[src/rtl/hazard_ctrl.sv]
// Hazard controller: load-use bubbles, branch flushes and data-memory freezes for the 5-stage core.
// Latency: stall/flush outputs are combinational, same cycle; mem_wait and counters are registered.
// Backpressure: mem_req & ~mem_ready freezes PC..EX/MEM. Optional macro HAZARD_MEM_TIMEOUT_EN adds a WAIT watchdog.
module hazard_ctrl #(
    parameter int CNT_W          = 32,
    parameter int TIMEOUT_CYCLES = 256
) (
    input  logic             clk,
    input  logic             rst,
    input  logic [4:0]       id_Rs1,
    input  logic [4:0]       id_Rs2,
    input  logic             id_use_Rs1,
    input  logic             id_use_Rs2,
    input  logic [4:0]       ex_Rd,
    input  logic             ex_MemRead,
    input  logic             ex_branch_taken,
    input  logic             mem_req,
    input  logic             mem_ready,
    output logic             pc_stall,
    output logic             if_id_stall,
    output logic             if_id_flush,
    output logic             id_ex_stall,
    output logic             id_ex_flush,
    output logic             ex_mem_stall,
    output logic             mem_wb_flush,
    output logic             mem_wait,
    output logic [CNT_W-1:0] load_use_cnt,
    output logic [CNT_W-1:0] flush_cnt,
`ifdef HAZARD_MEM_TIMEOUT_EN
    output logic             mem_timeout,
`endif
    output logic [CNT_W-1:0] wait_cnt
);

    typedef enum logic {S_RUN, S_WAIT} state_t;

    localparam logic [CNT_W-1:0] CNT_ONE = {{(CNT_W-1){1'b0}}, 1'b1};

    state_t state_q, state_d;
    logic   lu, mw, freeze, flush, bubble;

`ifdef HAZARD_MEM_TIMEOUT_EN
    localparam int TMO_W = $clog2(TIMEOUT_CYCLES + 1);
    localparam logic [TMO_W-1:0] TMO_LAST = TMO_W'(TIMEOUT_CYCLES - 1);
    localparam logic [TMO_W-1:0] TMO_ONE  = {{(TMO_W-1){1'b0}}, 1'b1};

    logic [TMO_W-1:0] tmo_cnt_q;
    logic             tmo_q;
    logic             tmo_hit;

    assign tmo_hit     = (state_q == S_WAIT) && (tmo_cnt_q == TMO_LAST);
    assign mem_timeout = tmo_q;
`endif

    always_comb begin
        lu = ex_MemRead && (ex_Rd != 5'd0) &&
             ((id_use_Rs1 && (ex_Rd == id_Rs1)) || (id_use_Rs2 && (ex_Rd == id_Rs2)));
`ifdef HAZARD_MEM_TIMEOUT_EN
        // After a timeout the memory is considered dead; stop freezing on it.
        mw = mem_req && !mem_ready && !tmo_q;
`else
        mw = mem_req && !mem_ready;
`endif
        freeze = mw;
        flush  = !mw && ex_branch_taken;
        bubble = !mw && !ex_branch_taken && lu;
    end

    always_comb begin
        state_d = state_q;
        case (state_q)
            S_RUN:  state_d = mw ? S_WAIT : S_RUN;
            // A dropped mem_req while waiting is treated as completion.
            S_WAIT: state_d = (!mem_req || mem_ready) ? S_RUN : S_WAIT;
            default: state_d = S_RUN;
        endcase
`ifdef HAZARD_MEM_TIMEOUT_EN
        if (tmo_hit) begin
            state_d = S_RUN;
        end
`endif
    end

    always_comb begin
        pc_stall     = 1'b0;
        if_id_stall  = 1'b0;
        if_id_flush  = 1'b0;
        id_ex_stall  = 1'b0;
        id_ex_flush  = 1'b0;
        ex_mem_stall = 1'b0;
        mem_wb_flush = 1'b0;
        mem_wait     = 1'b0;
        if (!rst) begin
            pc_stall     = freeze || bubble;
            if_id_stall  = freeze || bubble;
            if_id_flush  = flush;
            id_ex_stall  = freeze;
            id_ex_flush  = flush || bubble;
            ex_mem_stall = freeze;
            mem_wb_flush = freeze;
            mem_wait     = (state_q == S_WAIT);
        end
    end

    always_ff @(posedge clk) begin
        if (rst) begin
            state_q      <= S_RUN;
            load_use_cnt <= '0;
            flush_cnt    <= '0;
            wait_cnt     <= '0;
        end else begin
            state_q <= state_d;
            if (bubble) load_use_cnt <= load_use_cnt + CNT_ONE;
            if (flush)  flush_cnt    <= flush_cnt + CNT_ONE;
            if (freeze) wait_cnt     <= wait_cnt + CNT_ONE;
        end
    end

`ifdef HAZARD_MEM_TIMEOUT_EN
    always_ff @(posedge clk) begin
        if (rst) begin
            tmo_cnt_q <= '0;
            tmo_q     <= 1'b0;
        end else begin
            if (state_d == S_RUN) begin
                tmo_cnt_q <= '0;
            end else if (state_q == S_WAIT) begin
                tmo_cnt_q <= tmo_cnt_q + TMO_ONE;
            end
            if (tmo_hit) begin
                tmo_q <= 1'b1;
            end
        end
    end
`endif

endmodule

[config.mk]
export PLATFORM = sky130hd
export DESIGN_NAME = hazard_ctrl
export DESIGN_NICKNAME = d
export VERILOG_FILES = /design/src/rtl/hazard_ctrl.sv
export SDC_FILE = /design/constraint.sdc
export NUM_CORES = 1
export LEC_CHECK = 0
export CAP_MARGIN = 30
export CORE_MARGIN = 5
export CORE_UTILIZATION = 50
export DETAILED_ROUTE_END_ITERATION = 10
export DONT_BUFFER_PORTS = 1
export GPL_ROUTABILITY_DRIVEN = 0
export PLACE_DENSITY = 0.67
export SLEW_MARGIN = 20
export SYNTH_ARGS = -nofsm -noshare
export SYNTH_HDL_FRONTEND = slang
export SYNTH_SLANG_ARGS = --single-unit
[constraint.sdc]
create_clock -name clk -period 2.3 [get_ports clk]
set_clock_uncertainty 0.15 [all_clocks]
set_input_delay 0.23 -clock clk [delete_from_list [all_inputs] [get_ports clk]]
set_output_delay 0.23 -clock clk [all_outputs]
set_load 0.005 [all_outputs]
==> flow_summary_export.csv <==
group,metric,value,unit
synthesis,syn_inst,570,
critical_path,slowest_delay,680,ps
global_routing,grtUsageTotal,0.194,
clocking,clk_pin_slew,90,ps
synthesis,synth-main-ff-cell,"dfxtp_1",
critical_path,crit_slowest_cell,"or4_4",
sta,finalMaxSlewViolations,0,
clocking,clock_path_buffers,2,
synthesis,synth_common_cells,"97 x dfxtp_1, 66 x nor2_1, 43 x a21oi_1",
clocking,cts_root_buf,"clkbuf_8",
synthesis,synth_top_area_share,0.408,
critical_path,cp_cell_sequence,"nand4_2 > or4_4 > nor4_1 > xnor2_1 > nor2_1",
clocking,clock_latency,360,ps
final_layout,layout.nets,607,
power,p_leak,1.60,nW
sta,setup_viol,0,
floorplan,die_area,0.0116,mm2
synthesis,synth_area_leader_cell,"dfxtp_1",
drt,viasPerCell,5.80,
synthesis,yosysMostFrequentCell,"dfxtp_1",
drt,drt-total-wl,11300,um
synthesis,synth_cell_types,40,
drt,drc,0,
sta,worst_slew_pin_slew,612,ps
critical_path,worst-endpoint-required,2390,ps
floorplan,die_h,108,um
sta,hold_violations,0,
job,maxCapViolations,0,
global_routing,grt_overflow,0,
clocking,cts_tree,"done",
power,pwr_density_cell,549,mW/mm2
synthesis,netlist_area,0.00476,mm2
sta,maxSlewHeadroom,0.591,
synthesis,synth_area_leaders,"dfxtp_1 41%, xnor2_1 6.6%, nor2_1 5.2%",
global_routing,grt_pass1_vias,3840,
floorplan,coreArea,0.00928,mm2
placement,hpwlAfterDp,8050,um
synthesis,synth_warnings,0,
sta,rsz0062_at_grt,"no",
final_layout,layout-drive-gt1-share,0.101,
critical_path,crit_family,"simple AND/OR/NAND/NOR gates",
floorplan,fp-row-count,35,
synthesis,avgSynthCellArea,8.36,um2
critical_path,crit_path_end_kind,"flip-flop",
final_layout,num_antenna_cells,0,
global_routing,grt_start_max_net_pins,99,
synthesis,seq_area_frac_synth,0.408,
floorplan,die_w,108,um
critical_path,worstPathArrival,2240,ps
clocking,clock_sinks,97,
synthesis,syn_nets,596,
sta,timing.final.crit_period,2150,ps
critical_path,crit_buf_inv,0,
drt,dr.pass1.iters,4,
drt,ant_nets,0,
clocking,cts_made_buffers,9,
synthesis,async_flop_share,0,
global_routing,grt_pass1_wl,18500,um
placement,buffer_ports.inserted,0,
drt,vias,4139,
floorplan,start_util,0.513,
drt,drtIter0Drc,222,
sta,max_freq,465,MHz
sta,tns,0,ps
synthesis,ys_ff_latch,97,
status,status,"finished clean",
critical_path,worstPathMaxFanout,17,
global_routing,grt_antenna_before_repair,0,
clocking,cts_setup_buffers,0,
drt,avgRoutedWirePerCell,15.8,um
power,ir_drop,0.273,mV
critical_path,cp-start-kind,"flip-flop",
worst_hold_path,worst_hold_path_type,"in2reg",
synthesis,synth_edf_count,0,
sta,period_share,0.935,
floorplan,io_pins,127,
placement,place_ws,26.5,ps
final_layout,area_growth_syn_to_layout,11.0,%
sta,layout_setup_ws,150,ps
clocking,h-tree-depth,3,
critical_path,worstSetupPathType,"reg2reg",
stage by stage:
stage | hold WS, ps | utilization | cell area, um2 | power, mW | instances
after floorplan | 318 | - | 4760 | 1.81 | 570
after global routing | 61.0 | 0.569 | 5290 | 3.03 | 714
final | 41.5 | 0.569 | 5290 | 2.90 | 714
after global placement | 157 | 0.541 | 5020 | 1.80 | 697
after detailed placement | 160 | 0.541 | 5020 | 1.81 | 697
after CTS | 6.58 | 0.566 | 5250 | 2.95 | 714
cell families (layout without fill, tap and decap cells):
group,after synthesis,after routing,synth area share
xor+xnor,64,64,0.118
buf+inv,48,63,0.0454
flops,97,97,0.408
fa+ha+maj,3,3,0.00788
simple gates,272,272,0.313
compound gates,86,86,0.108
placed cells by master, fill, tap and decap left out, drive strengths merged, types with 4 or more instances in the layout:
cell,instances
a21oi,43
and2,4
and3,11
and4,9
buf,30
clkbuf,11
dfxtp,97
inv,17
nand2,33
nand3,34
nand4,24
nor2,66
nor3,15
nor4,17
o21ai,11
o31ai,29
or3,13
or4,32
xnor2,36
xor2,28
sequential cells by signal, indices dropped and copies added, names as in the netlist:
name / count
flush_cnt: 32
load_use_cnt: 32
state_q: 1
wait_cnt: 32
power breakdown:
group | internal [mW] | switching, mW | total (mW)
Clock | 0.529 | 0.572 | 1.10
Combinational | 0.0370 | 0.0701 | 0.107
Sequential | 1.68 | 0.00945 | 1.69
layout make-up:
type                    instances  area (um2)
repair buffers                 31         268
multi-input cells             425        2650
well taps                     129         161
clock inverters                 4        53.8
clock buffers                  11         141
flip-flops and latches         97        1940
inverters                      17        63.8
fillers                       879        4000
worst min-delay path: stages:
cell	delay [ps]
nor3_2	40
nand2_1	70
or4_1	100
a21oi_1	60
repair_timing:
action | CTS | global route
hold buffers | 2 | 0
endpoints found under the hold margin | 97 | 0
resized for setup | 0 | 6
setup endpoints to repair | 0 | 13
layer usage:
| metal | global-route usage | up-vias | wire length, um |
|---|---|---|---|
| met5 | 0 | - | 0 |
| met4 | 0.0721 | 0 | 219 |
| met3 | 0.0594 | 17 | 929 |
| met2 | 0.310 | 117 | 5110 |
| met1 | 0.246 | 1917 | 5040 |
| li1 | - | 2088 | - |
final timing paths:
check / from / endpoint / slack, ps / cells past startpoint
worst max-delay path: flush_cnt[13]$_SDFFE_PP0P_ / flush_cnt[26]$_SDFFE_PP0P_ / 150 / 5
worst min register to register: load_use_cnt[8]$_SDFFE_PP0P_ / load_use_cnt[8]$_SDFFE_PP0P_ / 370 / 2
worst max register to register: flush_cnt[13]$_SDFFE_PP0P_ / flush_cnt[26]$_SDFFE_PP0P_ / 150 / 5
worst min-delay path: ex_branch_taken / load_use_cnt[6]$_SDFFE_PP0P_ / 40 / 4
(Power assumes the default switching activity.)
